$ cat src/rtl/spi_slave_endpoint.sv
`default_nettype none
// ============================================================================
// Module   : spi_slave_endpoint
// Brief    : Mode-0 SPI slave endpoint. It oversamples the SPI pins on PCLK,
//            takes TX words from a one-word holding register and stores RX
//            words in a first-word-fall-through FIFO.
//            Optional echo of the last received word: SPI_SLAVE_ECHO_EN.
// Revision : 1.0 - initial release
// ============================================================================
module spi_slave_endpoint #(
    parameter int                 DATA_W      = 16,
    parameter int                 FIFO_DEPTH  = 4,
    parameter int                 SYNC_STAGES = 2,
    parameter logic [DATA_W-1:0]  IDLE_WORD   = '0
) (
    input  logic                          PCLK,
    input  logic                          PRESET,
    input  logic                          SCLK,
    input  logic                          SS,
    input  logic                          MOSI,
    output logic                          MISO,
    input  logic [DATA_W-1:0]             tx_data,
    input  logic                          tx_valid,
    output logic                          tx_ready,
    output logic [DATA_W-1:0]             rx_data,
    output logic                          rx_valid,
    input  logic                          rx_ready,
    output logic [$clog2(FIFO_DEPTH):0]   rx_count,
    output logic                          busy,
    output logic                          frame_err,
    output logic                          overrun
);
    localparam int c_AW = $clog2(FIFO_DEPTH);
    localparam int c_CW = $clog2(DATA_W + 1);

    localparam logic [1:0] c_ST_IDLE  = 2'd0;
    localparam logic [1:0] c_ST_SHIFT = 2'd1;
    localparam logic [1:0] c_ST_DONE  = 2'd2;

    // One extra stage on SCLK/SS holds the previous synchronised sample
    logic [SYNC_STAGES:0]   r_sclk_pipe;
    logic [SYNC_STAGES:0]   r_ss_pipe;
    logic [SYNC_STAGES-1:0] r_mosi_pipe;
    logic                   w_sclk_rise;
    logic                   w_sclk_fall;
    logic                   w_ss_rise;
    logic                   w_ss_fall;
    logic                   w_ss_lvl;
    logic                   w_mosi;

    logic [1:0]             r_state;
    logic [1:0]             w_state_nxt;
    logic [c_CW-1:0]        r_bit_cnt;
    logic [DATA_W-1:0]      r_rx_shift;
    logic [DATA_W-1:0]      r_tx_shift;
    logic [DATA_W-1:0]      r_hold;
    logic                   r_hold_full;
    logic [DATA_W-1:0]      w_load_word;
    logic [DATA_W-1:0]      w_fill_word;
    logic                   w_load;
    logic                   w_push;
    logic                   w_frame_abort;
    logic                   w_tx_accept;

    logic [DATA_W-1:0]      r_mem [FIFO_DEPTH];
    logic [c_AW-1:0]        r_wr_ptr;
    logic [c_AW-1:0]        r_rd_ptr;
    logic [c_AW:0]          r_count;
    logic                   w_pop;
    logic                   w_full;
    logic                   w_push_ok;
    logic                   r_frame_err;
    logic                   r_overrun;

    always_ff @(posedge PCLK or posedge PRESET) begin
        if (PRESET) begin
            r_sclk_pipe <= '0;
            r_ss_pipe   <= '1;
            r_mosi_pipe <= '0;
        end else begin
            r_sclk_pipe[0] <= SCLK;
            r_ss_pipe[0]   <= SS;
            r_mosi_pipe[0] <= MOSI;
            for (int i = 1; i <= SYNC_STAGES; i++) begin
                r_sclk_pipe[i] <= r_sclk_pipe[i-1];
                r_ss_pipe[i]   <= r_ss_pipe[i-1];
            end
            for (int i = 1; i < SYNC_STAGES; i++) begin
                r_mosi_pipe[i] <= r_mosi_pipe[i-1];
            end
        end
    end

    assign w_sclk_rise = r_sclk_pipe[SYNC_STAGES-1] & ~r_sclk_pipe[SYNC_STAGES];
    assign w_sclk_fall = ~r_sclk_pipe[SYNC_STAGES-1] & r_sclk_pipe[SYNC_STAGES];
    assign w_ss_rise   = r_ss_pipe[SYNC_STAGES-1] & ~r_ss_pipe[SYNC_STAGES];
    assign w_ss_fall   = ~r_ss_pipe[SYNC_STAGES-1] & r_ss_pipe[SYNC_STAGES];
    assign w_ss_lvl    = r_ss_pipe[SYNC_STAGES-1];
    assign w_mosi      = r_mosi_pipe[SYNC_STAGES-1];

    always_comb begin
        w_state_nxt   = r_state;
        w_load        = 1'b0;
        w_push        = 1'b0;
        w_frame_abort = 1'b0;
        case (r_state)
            c_ST_IDLE: begin
                if (w_ss_fall) begin
                    w_state_nxt = c_ST_SHIFT;
                    w_load      = 1'b1;
                end
            end
            c_ST_SHIFT: begin
                if (w_ss_rise) begin
                    w_state_nxt   = c_ST_IDLE;
                    w_frame_abort = (r_bit_cnt != '0) && (r_bit_cnt < c_CW'(DATA_W));
                end else if (w_sclk_rise && (r_bit_cnt == c_CW'(DATA_W - 1))) begin
                    w_state_nxt = c_ST_DONE;
                end else if (w_sclk_fall && (r_bit_cnt == '0)) begin
                    // First falling edge of a back-to-back frame
                    w_load = 1'b1;
                end
            end
            c_ST_DONE: begin
                w_push      = 1'b1;
                w_state_nxt = w_ss_lvl ? c_ST_IDLE : c_ST_SHIFT;
            end
            default: w_state_nxt = c_ST_IDLE;
        endcase
    end

    always_ff @(posedge PCLK or posedge PRESET) begin
        if (PRESET) begin
            r_state <= c_ST_IDLE;
        end else begin
            r_state <= w_state_nxt;
        end
    end

    assign w_tx_accept = tx_valid & ~r_hold_full;
    assign w_load_word = r_hold_full ? r_hold : (tx_valid ? tx_data : w_fill_word);

    always_ff @(posedge PCLK or posedge PRESET) begin
        if (PRESET) begin
            r_bit_cnt   <= '0;
            r_rx_shift  <= '0;
            r_tx_shift  <= '0;
            r_hold      <= '0;
            r_hold_full <= 1'b0;
        end else begin
            if ((r_state == c_ST_SHIFT) && !w_ss_rise && w_sclk_rise) begin
                r_rx_shift <= {r_rx_shift[DATA_W-2:0], w_mosi};
                r_bit_cnt  <= r_bit_cnt + c_CW'(1);
            end else if (r_state != c_ST_SHIFT) begin
                r_bit_cnt <= '0;
            end

            if (w_load) begin
                r_tx_shift <= w_load_word;
            end else if ((r_state == c_ST_SHIFT) && w_sclk_fall && (r_bit_cnt != '0) &&
                         (r_bit_cnt < c_CW'(DATA_W))) begin
                r_tx_shift <= {r_tx_shift[DATA_W-2:0], 1'b0};
            end

            // A word offered in the load cycle goes straight to the shifter
            if (w_load && r_hold_full) begin
                r_hold_full <= 1'b0;
            end else if (w_tx_accept && !w_load) begin
                r_hold      <= tx_data;
                r_hold_full <= 1'b1;
            end
        end
    end

`ifdef SPI_SLAVE_ECHO_EN
    logic [DATA_W-1:0] r_echo;

    always_ff @(posedge PCLK or posedge PRESET) begin
        if (PRESET) begin
            r_echo <= IDLE_WORD;
        end else if (w_push) begin
            r_echo <= r_rx_shift;
        end
    end

    assign w_fill_word = r_echo;
`else
    assign w_fill_word = IDLE_WORD;
`endif

    assign w_pop     = (r_count != '0) & rx_ready;
    assign w_full    = (r_count == (c_AW+1)'(FIFO_DEPTH));
    assign w_push_ok = w_push & (~w_full | w_pop);

    always_ff @(posedge PCLK or posedge PRESET) begin
        if (PRESET) begin
            for (int i = 0; i < FIFO_DEPTH; i++) begin
                r_mem[i] <= '0;
            end
            r_wr_ptr    <= '0;
            r_rd_ptr    <= '0;
            r_count     <= '0;
            r_frame_err <= 1'b0;
            r_overrun   <= 1'b0;
        end else begin
            if (w_push_ok) begin
                r_mem[r_wr_ptr] <= r_rx_shift;
                r_wr_ptr        <= r_wr_ptr + c_AW'(1);
            end
            if (w_pop) begin
                r_rd_ptr <= r_rd_ptr + c_AW'(1);
            end
            case ({w_push_ok, w_pop})
                2'b10:   r_count <= r_count + (c_AW+1)'(1);
                2'b01:   r_count <= r_count - (c_AW+1)'(1);
                default: r_count <= r_count;
            endcase
            r_frame_err <= w_frame_abort;
            r_overrun   <= w_push & w_full & ~w_pop;
        end
    end

    assign MISO      = (r_state != c_ST_IDLE) & r_tx_shift[DATA_W-1];
    assign busy      = (r_state != c_ST_IDLE);
    assign tx_ready  = ~r_hold_full;
    assign rx_valid  = (r_count != '0);
    assign rx_data   = rx_valid ? r_mem[r_rd_ptr] : '0;
    assign rx_count  = r_count;
    assign frame_err = r_frame_err;
    assign overrun   = r_overrun;

endmodule
`default_nettype wire

$ cat config.mk
export PLATFORM = sky130hd
export DESIGN_NAME = spi_slave_endpoint
export DESIGN_NICKNAME = d
export VERILOG_FILES = /design/src/rtl/spi_slave_endpoint.sv
export SDC_FILE = /design/constraint.sdc
export NUM_CORES = 1
export LEC_CHECK = 0
export CAP_MARGIN = 25
export CORE_AREA = 2 2 116 118
export CTS_BUF_LIST = sky130_fd_sc_hd__clkbuf_4
export CTS_CLUSTER_SIZE = 25
export DETAILED_ROUTE_END_ITERATION = 6
export DIE_AREA = 0 0 118 120
export PLACE_DENSITY = 0.69
export SLEW_MARGIN = 30
export SYNTH_ARGS = -nofsm -noshare
export SYNTH_HDL_FRONTEND = slang
export SYNTH_SLANG_ARGS = --single-unit
$ cat constraint.sdc
create_clock -name PCLK -period 7.7 [get_ports PCLK]
set_clock_uncertainty 0.1 [all_clocks]
set_input_delay 2.31 -clock PCLK [delete_from_list [all_inputs] [get_ports PCLK]]
set_output_delay 2.31 -clock PCLK [all_outputs]
set_load 0.05 [all_outputs]
After elaboration in Yosys (flattened, before gate mapping)
Index checks and enable logic that the tools add are counted.
- bits in registers: 137
- input port bits: 23
- output and inout port bits: 25
- logic and storage cells: 110
- add/sub/neg operators: 5
- $lt $le $gt $ge: 4
- eq/ne operators: 9
- multiplexer cells: 29
- bitwise logic cells: 21
- reductions and logical operators: 24
- operators by type and width (kind ; count):
    $mux W16 ; 8
    $bwmux W64 ; 1
    $bmux W16 S2 ; 1
    $demux W16 S2 ; 1
    $logic_and A1 B1 Y1 ; 11
    $and A1 B1 Y1 ; 10
    $mux W1 ; 10
    $mux W5 ; 2
    $reduce_bool A2 Y1 ; 5
    $not A1 Y1 ; 8
    $ge A3 B3 Y1 const B ; 2
    $mux W2 ; 3
    $not A2 Y3 ; 2
    $pmux W2 S3 ; 1
    $pmux W3 S2 ; 1
    $add A5 B1 Y5 const B ; 1
    $eq A5 B4 Y1 const B ; 1
    $logic_not A5 Y1 ; 1
    $lt A5 B5 Y1 const B ; 1
    $reduce_bool A5 Y1 ; 1
    $add A2 B1 Y2 const B ; 2
    $eq A2 B1 Y1 const B ; 2
    $eq A2 B2 Y1 const B ; 2
    $reduce_and A2 Y1 ; 2
    other kinds (12) ; 13

Longest topological paths before layout
- depth in word-level cells: 11
- mapped depth: 10
- mapped depth without buffers: 9

Least setup slack after synthesis
No wires, ideal clock.
- path kind: reg-to-output
- start point: register r_count[0], in the netlist rx_count[0]
- end point: output rx_data[10]
- arrival time: 2.154 ns
- setup slack: 3.136 ns
- stages on the path, launching flop included: 5
- buffers on the path: 2
- cells stage by stage: dfrtp_1 or3_2 clkbuf_1 clkbuf_1 and2_1
- cells in the longest elaborated chain, start to end: 2
- ends and longest elaborated chain (item ; RTL line ; source):
    from (decl) ; 68 ; logic [c_AW:0] r_count;
    from (signal assigned) ; 214 ; 2'b10: r_count <= r_count + (c_AW+1)'(1);
    from (signal assigned) ; 215 ; 2'b01: r_count <= r_count - (c_AW+1)'(1);
    from (signal assigned) ; 216 ; default: r_count <= r_count;
    $reduce_bool A3 Y1 ; 226 ; assign rx_valid = (r_count != '0);
    net rx_valid ; 26 ; output logic rx_valid,
    $mux W16 ; 227 ; assign rx_data = rx_valid ? r_mem[r_rd_ptr] : '0;
    to (decl) ; 25 ; output logic [DATA_W-1:0] rx_data,
The timed path passes the listed nets, and every way through them passes these cells.

Worst setup path after layout
- start point: register r_rd_ptr[0]
- end point: output rx_data[1]
- cells in the longest elaborated chain, start to end: 5
- ends and longest elaborated chain (item ; RTL line ; source):
    from (decl) ; 67 ; logic [c_AW-1:0] r_rd_ptr;
    from (signal assigned) ; 211 ; r_rd_ptr <= r_rd_ptr + c_AW'(1);
    $not A2 Y3 (implied by the code) ; 227 ;
    $bmux W16 S2 ; 227 ;
    $mux W16 (implied by the code) (2 in a row) ; 227 ;
    $mux W16 ; 227 ;
Every way passes these cells. The select of a mux whose other input is x is not followed.

==> summary.md <==
| Metric | Value |
|---|---|
| Status | `finished clean` |
| Synth Register Bits | `137` |
| Total die area | `between 10000 and 15000 um2` |
| Max-Cap Viols | `0` |
| Die Wd | `approximately 120 um` |
| Row cnt | `42` |
| Post-synthesis sequential area ratio | `between 50% and 60%` |
| Fin crit period | `5.31 ns` |
| ANT cells | `0` |
| Area post-placement | `roughly 7000 um2` |
| WP data required | `approximately 5.3 ns` |
| Die Span Y | `around 120 um` |
| Cell internal pwr | `roughly 0.0013 W` |
| Core box area | `13000 um2` |
| Total power draw | `between 0.0015 and 0.002 W` |
| Most frequent cells in the layout | `dfrtp_1, mux2_2, clkdlybuf4s50_1, mux2_4, clkbuf_4` |
| Hold crit path type | `register to register` |
| Worst-Skew Late Latency | `0.54 ns` |
| Drt total wl | `roughly 11 mm` |
| Clock Power Share | `~28%` |
| Syn avg cell area | `between 10 and 15 um2` |
| Iteration-0 DRC Markers | `219` |
| Area grow syn2layout | `13.5%` |
| CTS Buffer Depth | `2` |
| Tightest Pin Transition | `around 0.85 ns` |
| Share of cells above drive strength 1 | `32.2%` |
| TNS Setup | `0 ns` |
| Final period util | `between 60% and 70%` |
| Combinational share of power | `approximately a fifth` |
| Peak VDD IR | `about 0.16 mV` |
| Mapped Area | `roughly 6400 um2` |
| Final cell count without fillers | `between 600 and 700` |
| CTS tree | `done` |
| Vias/cell | `between 5 and 6` |
| Initial Util | `48.9%` |
| CTS resizes | `0` |
| Achievable Freq | `0.188 GHz` |
| Pin count of the biggest net entering global routing | `85` |
| WL per Instance | `approximately 17 um` |
| Synth top area share | `52.8%` |
| Post-synth EDFFs | `0` |
| Congestion Overflow GR | `0` |
| RSZ-0062 raised after global routing | `no` |
| CTS sink cnt | `137` |
| Post-synthesis cell count | `approximately 430` |
| Critical Setup Path Class | `register to primary output` |
| Sw Share | `between 20% and 30%` |
| CTS Root Cell | `clkbuf_4` |
| PD cells | `around 250 nW/um2` |
| IO Pins | `48` |
| DRT Pass-1 Iters | `4` |
| H-tree levels | `4` |
| Crit-path cells | `buf_4 > mux4_2 > and2_1 > clkdlybuf4s50_1` |
| Finished layout cell area | `7210 um2` |
| Yosys warnings | `0` |
| # DRC | `0` |
| Mapped Nets | `~460` |
| Leak | `3.37 nW` |
| Sw Pwr | `roughly 0.00054 W` |
| Number of buffers created by CTS | `17` |
| Nets@finish | `approximately 510` |
| Commonest non-fill, non-tap cell in the layout | `dfrtp_1` |
| Via count | `between 3000 and 4000` |
| Final setup violation count | `0` |
| Post-CTS Setup Repair Bufs | `0` |
| Asr flop ratio synth | `100%` |
| Top_reg_cell synth | `dfrtp_1` |
| Routability congestion estimate | `between 0.7 and 0.8` |
| Remaining antenna violation count | `0` |
| Crit-path max FO | `11` |
| Hpwl dp | `6.90 mm` |
| Hold Vio Cnt, Final | `0` |
| Buffers on Ports | `47` |
| Max transition margin | `~44%` |
| Initial antenna violation count | `0` |
| Critical Path AT | `a little under 3 ns` |
| Placed Cells | `between 600 and 700` |
| Setup crit end kind | `primary output` |
| Clock transition at path regs | `0.11 ns` |
| Count of different cell masters after synthesis | `42` |
| Total Routing Usage GR | `between 10% and 20%` |
| Vias in the first global route | `3608` |
| Crit-path max cell delay | `slightly below 0.7 ns` |
| First-pass GRT wire length | `about 19 mm` |
| Leading cell types by total area after synthesis | `dfrtp_1, mux2_4, mux2_2` |
| Flop pwr share | `52.0%` |
| Final Core Density | `55.6%` |
| Slowest-stage cell, CP | `clkdlybuf4s50_1` |
| Max Slew Vio Count | `0` |
| Startpoint types | `register` |
| Cell taking the most area after synthesis | `dfrtp_1` |
| # hold bufs at CTS | `0` |
routing by layer:
metal / up-vias / global-route usage (%) / routed length [um]
li1: 1647 / - / -
met1: 1827 / 22.2 / 5040
met2: 50 / 27.9 / 5460
met3: 12 / 4.33 / 334
met4: 0 / 6.48 / 150
met5: - / 0 / 0
power groups by stage:
stage / registers (W) / clock network [W] / logic, W
floorplan: 0.000929 / 0 / 0.000283
global placement: 0.000955 / 0 / 0.000359
detailed placement: 0.000961 / 0 / 0.000370
CTS: 0.000946 / 0.000525 / 0.000370
global route: 0.000966 / 0.000560 / 0.000399
finish: 0.000944 / 0.000508 / 0.000363
synth_stat cells, types with 5 or more instances:
| master | instances |
|---|---|
| mux4_2 | 16 |
| nand3_1 | 6 |
| nand2_1 | 5 |
| buf_12 | 5 |
| clkbuf_1 | 13 |
| a21oi_1 | 17 |
| and2_1 | 18 |
| mux2i_1 | 16 |
| and3_1 | 17 |
| mux2_2 | 53 |
| dfrtp_1 | 134 |
| inv_1 | 13 |
| mux2_4 | 40 |
| ha_1 | 8 |
| a211oi_1 | 14 |
kinds of logic (layout without fill, tap and decap cells):
| group | Yosys count | after routing | share of synthesized area [%] |
|---|---|---|---|
| flops | 137 | 137 | 54.0 |
| buf+inv | 36 | 94 | 3.58 |
| fa+ha+maj | 9 | 9 | 1.89 |
| mux | 128 | 128 | 27.6 |
| xor+xnor | 8 | 8 | 1.10 |
| compound gates | 40 | 40 | 4.02 |
| simple gates | 71 | 71 | 7.82 |
worst max-delay path, delay by kind of cell (launching register included):
kind / cells / cell delay (ns)
mux: 1 / 0.54
buf+inv: 2 / 1.04
simple gates: 1 / 0.17
flops: 1 / 0.61
through the flow:
stage	setup slack (ns)	hold WS, ns
final	2.39	0.250
after detailed placement	2.90	0.235
after floorplan	1.63	0.231
after global routing	2.17	0.270
after global placement	2.91	0.232
after CTS	2.28	0.258
layout make-up:
| cell class | instances | area [um2] |
|---|---|---|
| sequential | 137 | 3430 |
| clock buffer | 20 | 150 |
| inverter | 13 | 53.8 |
| tap | 176 | 220 |
| timing repair buffer | 51 | 500 |
| clock inverter | 10 | 151 |
| multi-input combinational | 256 | 2700 |
| fill | 1067 | 5770 |
final timing paths:
path                       slack, ns           start  cells after the start        endpoint
setup / recovery                2.39     r_rd_ptr[0]                      4      rx_data[1]
hold / removal                  0.25  r_mosi_pipe[0]                      0  r_mosi_pipe[1]
setup reg to reg                5.11     rx_count[0]                      9     rx_count[2]
hold reg to reg                 0.25  r_mosi_pipe[0]                      0  r_mosi_pipe[1]
max in group asynchronous       4.14          PRESET                      3      r_state[0]
min in group asynchronous       2.18          PRESET                      2       r_hold[2]
registers in the layout, indices dropped and copies added, names as in the netlist, 3 cells and up:
register / count
r_bit_cnt: 5
r_hold: 16
r_mem: 64
r_rx_shift: 16
r_sclk_pipe: 3
r_ss_pipe: 3
r_tx_shift: 16
rx_count: 3
Note: power is estimated with default switching activity, not from simulation.
